--- src/rtl/cp0_pkg.sv ---
// ============================================================================
// Module      : cp0_pkg
// Description : Shared constants for the coprocessor-0 controller: register
//               addresses, Status/Cause field positions and the interrupt
//               exception code, plus the EPC alignment helper.
// Revision    : 1.0 - initial release
// ============================================================================
`default_nettype none

package cp0_pkg;

    // Register select values seen on CP0Addr
    localparam logic [4:0] c_addr_count   = 5'd9;
    localparam logic [4:0] c_addr_compare = 5'd11;
    localparam logic [4:0] c_addr_sr      = 5'd12;
    localparam logic [4:0] c_addr_cause   = 5'd13;
    localparam logic [4:0] c_addr_epc     = 5'd14;
    localparam logic [4:0] c_addr_prid    = 5'd15;

    // Field positions inside Status and Cause
    localparam int c_bit_ie      = 0;
    localparam int c_bit_exl     = 1;
    localparam int c_ip_base     = 8;
    localparam int c_exccode_lsb = 2;
    localparam int c_bit_ti      = 30;
    localparam int c_bit_bd      = 31;

    // ExcCode recorded when an interrupt is taken
    localparam logic [4:0] c_exc_int = 5'd0;

    // Restart address: a delay-slot instruction restarts at its branch
    function automatic logic [31:0] epc_align(input logic [31:0] vpc, input logic bd);
        logic [31:0] t;
        t = bd ? (vpc - 32'd4) : vpc;
        return {t[31:2], 2'b00};
    endfunction

endpackage

`default_nettype wire

--- src/rtl/cp0_timer.sv ---
// ============================================================================
// Module      : cp0_timer
// Description : Free-running Count register, Compare register and the sticky
//               timer interrupt flag TI raised on a Count/Compare match.
// Revision    : 1.0 - initial release
// ============================================================================
`default_nettype none

module cp0_timer (
    input  logic        clk,
    input  logic        reset,
    input  logic        count_we,
    input  logic        compare_we,
    input  logic [31:0] CP0In,
    output logic [31:0] Count,
    output logic [31:0] Compare,
    output logic        TI
);

    logic [31:0] r_count;
    logic [31:0] r_compare;
    logic        r_ti;

    // Count/Compare registers; a Compare write clears TI ahead of any match
    always_ff @(posedge clk) begin
        if (reset) begin
            r_count   <= 32'h0000_0000;
            r_compare <= 32'hFFFF_FFFF;
            r_ti      <= 1'b0;
        end else begin
            if (count_we) r_count <= CP0In;
            else          r_count <= r_count + 32'd1;

            if (compare_we) begin
                r_compare <= CP0In;
                r_ti      <= 1'b0;
            end else if (r_count == r_compare) begin
                r_ti      <= 1'b1;
            end
        end
    end

    assign Count   = r_count;
    assign Compare = r_compare;
    assign TI      = r_ti;

endmodule

`default_nettype wire

--- src/rtl/cp0_ctrl.sv ---
// ============================================================================
// Module      : cp0_ctrl
// Description : M-stage coprocessor-0 controller. Decides exception and
//               interrupt entry, maintains SR/Cause/EPC and returns EPC for
//               eret. Optional Count/Compare timer enabled by the
//               CP0_TIMER_EN macro; the timer takes interrupt line HW_INT_W.
// Revision    : 1.0 - initial release
// ============================================================================
`default_nettype none

module cp0_ctrl
    import cp0_pkg::*;
#(
    parameter int          HW_INT_W = 6,
    parameter logic [31:0] PRID     = 32'h0000_0001
) (
    input  logic                clk,
    input  logic                reset,
    input  logic                WE,
    input  logic [4:0]          CP0Addr,
    input  logic [31:0]         CP0In,
    output logic [31:0]         CP0Out,
    input  logic [31:0]         VPC,
    input  logic                BDIn,
    input  logic [4:0]          ExcCodeIn,
    input  logic [HW_INT_W-1:0] HWInt,
    input  logic                EXLClr,
    output logic [31:0]         EPCOut,
    output logic                Req
);

`ifdef CP0_TIMER_EN
    localparam int NINT = HW_INT_W + 1;
`else
    localparam int NINT = HW_INT_W;
`endif

    logic [31:0]     r_sr;
    logic [31:0]     r_epc;
    logic [4:0]      r_exccode;
    logic [NINT-1:0] r_ip;
    logic            r_bd;

    logic [NINT-1:0] w_ip_now;
    logic            w_ti;
    logic            w_int_req;
    logic            w_exc_req;
    logic            w_wr;
    logic [31:0]     w_cause;

`ifdef CP0_TIMER_EN
    logic [31:0] w_count;
    logic [31:0] w_compare;

    cp0_timer u_timer (
        .clk        (clk),
        .reset      (reset),
        .count_we   (w_wr && (CP0Addr == c_addr_count)),
        .compare_we (w_wr && (CP0Addr == c_addr_compare)),
        .CP0In      (CP0In),
        .Count      (w_count),
        .Compare    (w_compare),
        .TI         (w_ti)
    );

    assign w_ip_now = {w_ti, HWInt};
`else
    assign w_ti     = 1'b0;
    assign w_ip_now = HWInt;
`endif

    // Pending lines are used unregistered so an interrupt is seen the same cycle
    assign w_int_req = (|(w_ip_now & r_sr[c_ip_base +: NINT])) && !r_sr[c_bit_exl] && r_sr[c_bit_ie];
    assign w_exc_req = (ExcCodeIn != 5'd0) && !r_sr[c_bit_exl];
    assign Req       = w_int_req || w_exc_req;
    assign w_wr      = WE && !Req;
    assign EPCOut    = r_epc;

    // Assemble the Cause view from hardware-owned fields
    always_comb begin
        w_cause                              = 32'h0000_0000;
        w_cause[c_bit_bd]                    = r_bd;
        w_cause[c_bit_ti]                    = w_ti;
        w_cause[c_ip_base +: NINT]           = r_ip;
        w_cause[c_exccode_lsb +: 5]          = r_exccode;
    end

    // mfc0 read mux; unmapped addresses read zero
    always_comb begin
        CP0Out = 32'h0000_0000;
        case (CP0Addr)
`ifdef CP0_TIMER_EN
            c_addr_count:   CP0Out = w_count;
            c_addr_compare: CP0Out = w_compare;
`endif
            c_addr_sr:      CP0Out = r_sr;
            c_addr_cause:   CP0Out = w_cause;
            c_addr_epc:     CP0Out = r_epc;
            c_addr_prid:    CP0Out = PRID;
            default:        CP0Out = 32'h0000_0000;
        endcase
    end

    // Entry bookkeeping, eret and mtc0 updates; entry takes priority over both
    always_ff @(posedge clk) begin
        if (reset) begin
            r_sr      <= 32'h0000_0000;
            r_epc     <= 32'h0000_0000;
            r_exccode <= 5'd0;
            r_ip      <= '0;
            r_bd      <= 1'b0;
        end else begin
            r_ip <= w_ip_now;
            if (Req) begin
                r_sr[c_bit_exl] <= 1'b1;
                r_bd            <= BDIn;
                r_exccode       <= w_int_req ? c_exc_int : ExcCodeIn;
                r_epc           <= epc_align(VPC, BDIn);
            end else begin
                if (w_wr && (CP0Addr == c_addr_sr))  r_sr  <= CP0In;
                if (EXLClr)                          r_sr[c_bit_exl] <= 1'b0;
                if (w_wr && (CP0Addr == c_addr_epc)) r_epc <= {CP0In[31:2], 2'b00};
            end
        end
    end

endmodule

`default_nettype wire

--- config.mk ---
export PLATFORM = sky130hd
export DESIGN_NAME = cp0_ctrl
export DESIGN_NICKNAME = d
export VERILOG_FILES = /design/src/rtl/cp0_pkg.sv /design/src/rtl/cp0_timer.sv /design/src/rtl/cp0_ctrl.sv
export SDC_FILE = /design/constraint.sdc
export NUM_CORES = 1
export LEC_CHECK = 0
export CORE_UTILIZATION = 45
export DETAILED_ROUTE_END_ITERATION = 12
export PLACE_DENSITY = 0.81
export SLEW_MARGIN = 15
export SYNTH_ARGS = -nofsm -noshare
export SYNTH_HDL_FRONTEND = slang
export SYNTH_SLANG_ARGS = --single-unit
export TNS_END_PERCENT = 30
--- constraint.sdc ---
create_clock -name clk -period 3.2 [get_ports clk]
set_input_delay 0.64 -clock clk [delete_from_list [all_inputs] [get_ports clk]]
set_output_delay 0.64 -clock clk [all_outputs]
set_load 0.01 [all_outputs]
---- Yosys cells after proc, flatten, opt, wreduce, memory -nomap -nowiden ----
Index checks and enable logic that the tools add are counted.
storage, ports and cells
  output and inout bits ................... 65
  register bits ........................... 74
operators by class
  multiplexer cells ....................... 8
  reductions and logical operators ........ 14
  $add $sub $neg .......................... 1
  bitwise logic cells ..................... 2
  eq/ne operators ......................... 4
operators by type and width
  operator               number
  $pmux 32 s4            1
  $mux 32                3
  $sub 32x3->32 const B  1
  $eq 5x4->1 const B     4
  $and 6x6->6            1
  $logic_and 1x1->1      6
  $reduce_or 6->1        1
  $mux 5                 1
  $reduce_bool 5->1      1
  $reduce_bool 3->1      1
  $logic_not 1->1        2
  $mux 1                 2
  $mux 2                 1
  $reduce_and 2->1       1
  $reduce_bool 2->1      1
  $logic_or 1x1->1       1
  $not 1->1              1

---- Depth between registers and ports, before layout ----
Gate-level depths: netlist (run 1).
  word-level depth ........................ 11
  depth in mapped cells ................... 8

---- Worst setup path after synthesis (run 1) ----
OpenSTA, ideal clock, no wires.
  path type ............................... input -> output
  from .................................... input CP0Addr[1]
  to ...................................... output CP0Out[14]
  setup slack ............................. 412 ps
  cell stages on the path ................. 5
  data required time ...................... 2560 ps
  buffers on the path ..................... 3
  data arrival time ....................... 2148 ps
  cell sequence ........................... clkbuf_1 > nor3b_1 > clkbuf_1 > buf_1 > a22o_1
on the way
  cells in the longest elaborated chain, start to end .. 2
ends and longest elaborated chain
  what           RTL line        source
  from (decl)    cp0_ctrl.sv:20  input logic [4:0] CP0Addr,
  $eq 5x4->1     cp0_ctrl.sv:91  case (CP0Addr)
  $pmux 32 s4 *  cp0_ctrl.sv:91
  to (decl)      cp0_ctrl.sv:22  output logic [31:0] CP0Out,
Mark *: on every way between the ends. The rest lies on a longest branch, timed or not.

---- Final worst setup path (run 1) ----
  from .................................... input CP0Addr[4]
  to ...................................... output CP0Out[7]
Same word-level chain as after synthesis.

==> results of run 1 <==
==> cell families (layout without fill, tap and decap cells) <==
kind of cell	after synthesis	after routing	share of synthesized area [%]
buffers and inverters	50	190	5.18
XOR/XNOR	28	28	6.00
other	1	2	0.0918
adder cells (fa/ha/maj)	1	1	0.306
AO/OA/AOI/OAI	135	135	22.8
multiplexers	25	25	6.13
flip-flops	74	74	36.3
AND/OR/NAND/NOR	186	186	23.2
==> final cells by class <==
type	instances	area share, %
clock buffers	12	2.75
clock inverters	4	2.00
inverters	4	0.250
multi-input cells	377	40.3
flip-flops and latches	74	24.7
well taps	108	2.25
repair buffers	170	27.7
==> Yosys cell counts, drive strengths merged (3+ instances only) <==
cell type	n	area [µm²]
a211oi	41	323
a21oi	38	190
a22o	21	184
a311oi	10	87.6
and3	21	131
buf	14	76.3
clkbuf	32	120
dfxtp	74	1480
inv	4	15.0
mux2i	25	250
nand2	41	154
nand3	18	90.1
nand4	3	18.8
nor2	57	214
nor2b	8	50.1
nor3	8	40.0
nor3b	3	22.5
nor4	12	100
o21ai	19	95.1
or3	4	25.0
or4	4	37.5
xnor2	20	175
xor2	8	70.1
==> timing repair <==
| action | in CTS | in global routing |
|---|---|---|
| setup buffers | 0 | 0 |
| pin swaps | 1 | 0 |
| endpoints found under the setup margin | 18 | 20 |
| gates resized for setup | 1 | 3 |
==> critical path, cell delays in order <==
cell             delay, ps
clkdlybuf4s50_1        400
nand3b_1               250
nor3b_2                330
buf_12                 220
a22o_1                 150
clkdlybuf4s50_1        560
==> placed cells by master (no fill, tap or decap), types with 4 or more instances in the layout <==
cell / n
nand3_1: 18
clkdlybuf4s50_1: 143
o21ai_0: 17
buf_4: 23
a311oi_1: 10
nor4_2: 4
mux2i_1: 24
nor3_1: 7
xnor2_1: 20
clkbuf_8: 12
nor4_1: 8
or3_1: 4
bufinv_16: 4
a22o_1: 21
nor2_1: 56
and3_1: 21
a21oi_1: 38
dfxtp_1: 74
nor2b_1: 8
nand2_1: 41
xor2_1: 8
a211oi_1: 38
==> metal layers <==
metal  global-route usage (%)  routed length, µm  vias up
li1                         -                  -     2089
met1                     35.5               5680     2116
met2                     45.3               6290      204
met3                     3.31                818       36
met4                     13.3                386        0
met5                        0                  0        -
==> power breakdown <==
| group | internal (W) | switching [W] |
|---|---|---|
| Combinational | 0.000238 | 0.000217 |
| Sequential | 0.000969 | 0.0000420 |
| Clock | 0.000661 | 0.000348 |
==> path summary, 6_finish.rpt <==
check	start	endpoint	cells past startpoint
setup / recovery	CP0Addr[4]	CP0Out[7]	6
hold / removal	r_exccode[0]	r_exccode[0]	2
setup reg to reg	r_sr[9]	EPCOut[25]	7
hold reg to reg	r_exccode[0]	r_exccode[0]	2
==> state kept, by name, summed over array words and instances (netlist names) <==
register / flops
EPCOut: 30
r_bd: 1
r_exccode: 5
r_ip: 6
r_sr: 32
==> metrics by stage <==
step	hold slack, ps	power (W)
after CTS	473	0.00247
after global placement	447	0.00147
after global routing	505	0.00255
after detailed placement	458	0.00148
final	476	0.00248
after floorplan	432	0.00121
==> flow_summary_export.csv, run 1 <==
group,metric,value,unit
run_status,status,"completed",
synthesis,yosysSeqAreaShare,36.3,%
route,wl_per_cell,17.6,µm
timing,hold_violations,0,
layout,nNetsFinal,722,
timing,clock.fmax,313,MHz
layout,fin_util,68.4,%
timing,finClkSkew,7.42,ps
synthesis,synth-seq-cells,74,
worst_hold_path,hp-class,"reg -> reg",
power_and_ir_drop,power_density,413,nW/µm²
timing,slew_headroom,47.4,%
die,fp.dieW,97.3,µm
synthesis,synthArstFlopShare,0,%
route,routed_via_density,5.93,
synthesis,netlist_instances,500,
layout,drive_gt1_share,9.20,%
synthesis,yosysWarningCount,0,
timing,tns,0,ps
route,remaining_drc_errors,0,
die,boundaryPins,150,
placed_design,dp_hpwl,9.55,mm
layout,nFillCells,685,
synthesis,synth_edf_count,0,
clock_tree,cts_made_buffers,9,
layout,syn2layout_area_growth,46.8,%
layout,fin_cells,749,
global_route,grt_overflow,0,
route,vias,4445,
die,core_region_area,8760,µm²
setup_path,end_kind,"output pin",
global_route,grt_pass1_wl,21.1,mm
timing,min_period,3200,ps
global_route,gr-usage-all-layers,27.4,%
clock_tree,root_buffer,"clkbuf_8",
clock_tree,clkSinkCount,74,
synthesis,syn_avg_cell_area,8.17,µm²
setup_path,rrSetupSlack,1050,ps
synthesis,synth_cell_types,45,
route,drt_iter0_markers,305,
die,die-area,9460,µm²
layout,multi_input_area,2420,µm²
timing,worst-slew-pin-transition,788,ps
timing,finalWorstSetupSlack,4.65,ps
placed_design,gp_congestion,0.921,
timing,min_period_over_period,99.9,%
layout,n_antenna_cell,0,
clock_tree,clk_pin_slew,80,ps
power_and_ir_drop,power.leakage,2.16,nW
setup_path,cp_data_arrival_time,2560,ps
route,firstDrtPassIters,5,
timing,setup_viol,0,
clock_tree,holdBufCountCts,0,
setup_path,crit_required,2560,ps
clock_tree,clk_latency,350,ps
route,ant_nets,0,
global_route,antenna_found_initial,0,
placed_design,pre_cts_slack,-25.4,ps
clock_tree,htree_levels,3,
global_route,grt_max_degree,75,
route,drt-total-wl,13.2,mm
global_route,grt_pass1_vias,4281,
die,fp.dieH,97.3,µm
timing,drv_slew,0,
timing,rsz0062_at_grt,"yes",
setup_path,crit_path_max_fanout,28,
flow_run,max-cap-violations,0,
power_and_ir_drop,vdd_ir_drop_max,0.000219,V
clock_tree,tritoncts,"done",
layout,final_cell_area,6000,µm²
die,rows,34,
die,start_util,46.6,%
synthesis,synth-main-ff-cell,"dfxtp_1",
placed_design,postPlaceCellArea,5700,µm²
layout,regArea,1480,µm²
setup_path,critical_path_class,"in -> out",
placed_design,port_buffers,145,
synthesis,synthesis.area,4090,µm²
clock_tree,clk_path_buf_depth,2,
setup_path,worstSetupStartpointType,"input pin",
placed_design,dp_cells,733,
Power figures use the tool's default switching activity.
==> inputs of run 2 (changes only) <==
Settings changed: CORE_UTILIZATION 45 to 46, CTS_BUF_LIST from default to sky130_fd_sc_hd__clkbuf_2 sky130_fd_sc_hd__clkbuf_4 sky130_fd_sc_hd__clkbuf_8, PLACE_DENSITY 0.81 to 0.82.
==> run 2 against run 1 <==
  * Combinational power about the same
  * Critical path type unchanged
  * Fmax increased by 5.6%
  * Highest routed layer unchanged
  * Utilization increased by 0.71 points
  * Critical path depth decreased by 1
  * Sequential share of layout area about the same
  * Sequential power about the same
  * Register-to-register slack improved by 70 ps
  * Setup slack improved by 170 ps
  * Die area decreased by 2.1%
  * Clock skew increased by 0.98 ps
  * First-iteration DRC count decreased by 3.0%
==> flow_summary_export.csv, run 2 (same netlist as run 1, synthesis figures left out) <==
group,metric,value,unit
route,wl_per_cell,17.7,µm
setup_path,worstSetupStartpointType,"input pin",
timing,min_period_over_period,94.6,%
global_route,grt_overflow,0,
route,drt_iter0_markers,296,
timing,clock.fmax,330,MHz
clock_tree,cts_made_buffers,9,
setup_path,cp_slowest_cell,"clkdlybuf4s50_1",
layout,layout_commonest_cell,"clkdlybuf4s50_1",
setup_path,crit_required,2560,ps
global_route,gr-usage-all-layers,29.4,%
clock_tree,clkSinkCount,74,
timing,slew_headroom,59.7,%
setup_path,critical_path_class,"in -> out",
layout,nNetsFinal,722,
global_route,antenna_found_initial,0,
run_status,status,"completed",
global_route,grt_pass1_vias,4164,
layout,drive_gt1_share,9.20,%
clock_tree,holdBufCountCts,0,
setup_path,crit_chain,"clkdlybuf4s50_1 -> nand3b_1 -> buf_4 -> nor4_1 -> clkdlybuf4s50_1",
layout,fin_util,69.1,%
layout,final_cell_mix,"clkdlybuf4s50_1 (124), dfxtp_1 (74), nor2_1 (56)",
layout,syn2layout_area_growth,46.9,%
timing,setup_viol,0,
clock_tree,tritoncts,"done",
route,firstDrtPassIters,5,
placed_design,dp_hpwl,9.73,mm
route,wl_met3,813,µm
timing,finClkSkew,8.40,ps
layout,largest_reg_flops,32,
die,die-area,9260,µm²
clock_tree,clk_pin_slew,80,ps
route,routed_via_density,5.82,
power_and_ir_drop,power.leakage,2.46,nW
global_route,grt_max_degree,61,
timing,tns,0,ps
setup_path,cp_common_cell,"clkdlybuf4s50_1",
timing,drv_slew,0,
placed_design,port_buffers,145,
setup_path,critPathTopFamily,"buffers and inverters",
worst_hold_path,hp-class,"reg -> reg",
clock_tree,clk_path_buf_depth,2,
layout,n_antenna_cell,0,
setup_path,critPathMaxStageDelay,610,ps
route,drt-total-wl,13.3,mm
die,fp.dieW,96.2,µm
flow_run,max-cap-violations,0,
timing,min_period,3030,ps
die,core_region_area,8680,µm²
timing,worst-slew-pin-transition,599,ps
timing,hold_violations,0,
die,start_util,47.1,%
route,top_layer_used,"met4",
layout,regMostFlops,"r_sr",
setup_path,end_kind,"output pin",
route,vias,4358,
route,remaining_drc_errors,0,
placed_design,gp_congestion,0.947,
power_and_ir_drop,power_density,392,nW/µm²
die,rows,34,
route,met1_length,5.73,mm
die,boundaryPins,150,
setup_path,cp_data_arrival_time,2390,ps
setup_path,crit_path_max_fanout,11,
timing,rsz0062_at_grt,"no",
clock_tree,clk_latency,340,ps
clock_tree,postCtsSetupBuffers,0,
route,ant_nets,0,
clock_tree,htree_levels,3,
die,fp.dieH,96.2,µm
setup_path,path_buf_inv,3,
clock_tree,root_buffer,"clkbuf_8",
route,wl_met2,6.49,mm
global_route,grt_pass1_wl,20.8,mm
power_and_ir_drop,vdd_ir_drop_max,0.000217,V
==> run 2: cell types whose count changed in the layout (fill, tap and decap cells not counted), moves of 2 or more <==
cell and change:
clkdlybuf4s50_1 -19, dlymetal6s2s_1 +18, clkbuf_8 -3, clkinv_4 +2
==> run 2: final cells by class <==
| class | count | area, µm² |
|---|---|---|
| Clock buffer | 10 | 131 |
| Inverter | 4 | 15.0 |
| Sequential cell | 74 | 1480 |
| Tap cell | 108 | 135 |
| Clock inverter | 6 | 115 |
| Multi-Input combinational cell | 377 | 2410 |
| Timing Repair Buffer | 170 | 1710 |
| Fill cell | 709 | 2680 |
==> run 2: repair_timing <==
item	in CTS	in global routing
pin swaps	1	0
setup endpoints to repair	17	19
gates resized for setup	2	21
==> run 2: routing by layer <==
metal / vias to the layer above / GRT usage [%]
met5: - / 0
met4: 0 / 9.20
met3: 24 / 3.55
met2: 196 / 49.2
met1: 2050 / 39.3
li1: 2088 / -
==> run 2: through the flow <==
| step | hold WS [ps] | power (W) | cells | setup slack, ps | area, µm² |
|---|---|---|---|---|---|
| global placement | 447 | 0.00147 | 733 | -36.9 | 5700 |
| detailed placement | 469 | 0.00148 | 733 | -43.0 | 5700 |
| global route | 515 | 0.00244 | 749 | 43.3 | 6000 |
| floorplan | 432 | 0.00121 | 501 | 412 | 4090 |
| CTS | 481 | 0.00235 | 749 | 13.7 | 5950 |
| finish | 484 | 0.00235 | 749 | 174 | 6000 |
==> run 2: worst paths after layout <==
check | depth (start not counted) | slack (ps) | to | start
worst max-delay path | 5 | 170 | CP0Out[1] | CP0Addr[4]
worst min-delay path | 2 | 480 | r_sr[16] | r_sr[16]
worst max register to register | 7 | 1120 | EPCOut[23] | r_sr[9]
worst min register to register | 2 | 480 | r_sr[16] | r_sr[16]
==> run 2: worst register-to-register path, cell delays in order (launching register included) <==
cell and delay, ps:
dfxtp_1 330, a22o_1 260, o31ai_2 310, a21o_1 240, inv_2 80, buf_4 310
a211oi_1 320, a211oi_1 90
==> run 2: power by group <==
group	total (W)	switching (W)	internal, W
Combinational	0.000454	0.000216	0.000238
Clock	0.000888	0.000359	0.000529
Sequential	0.00101	0.0000412	0.000968
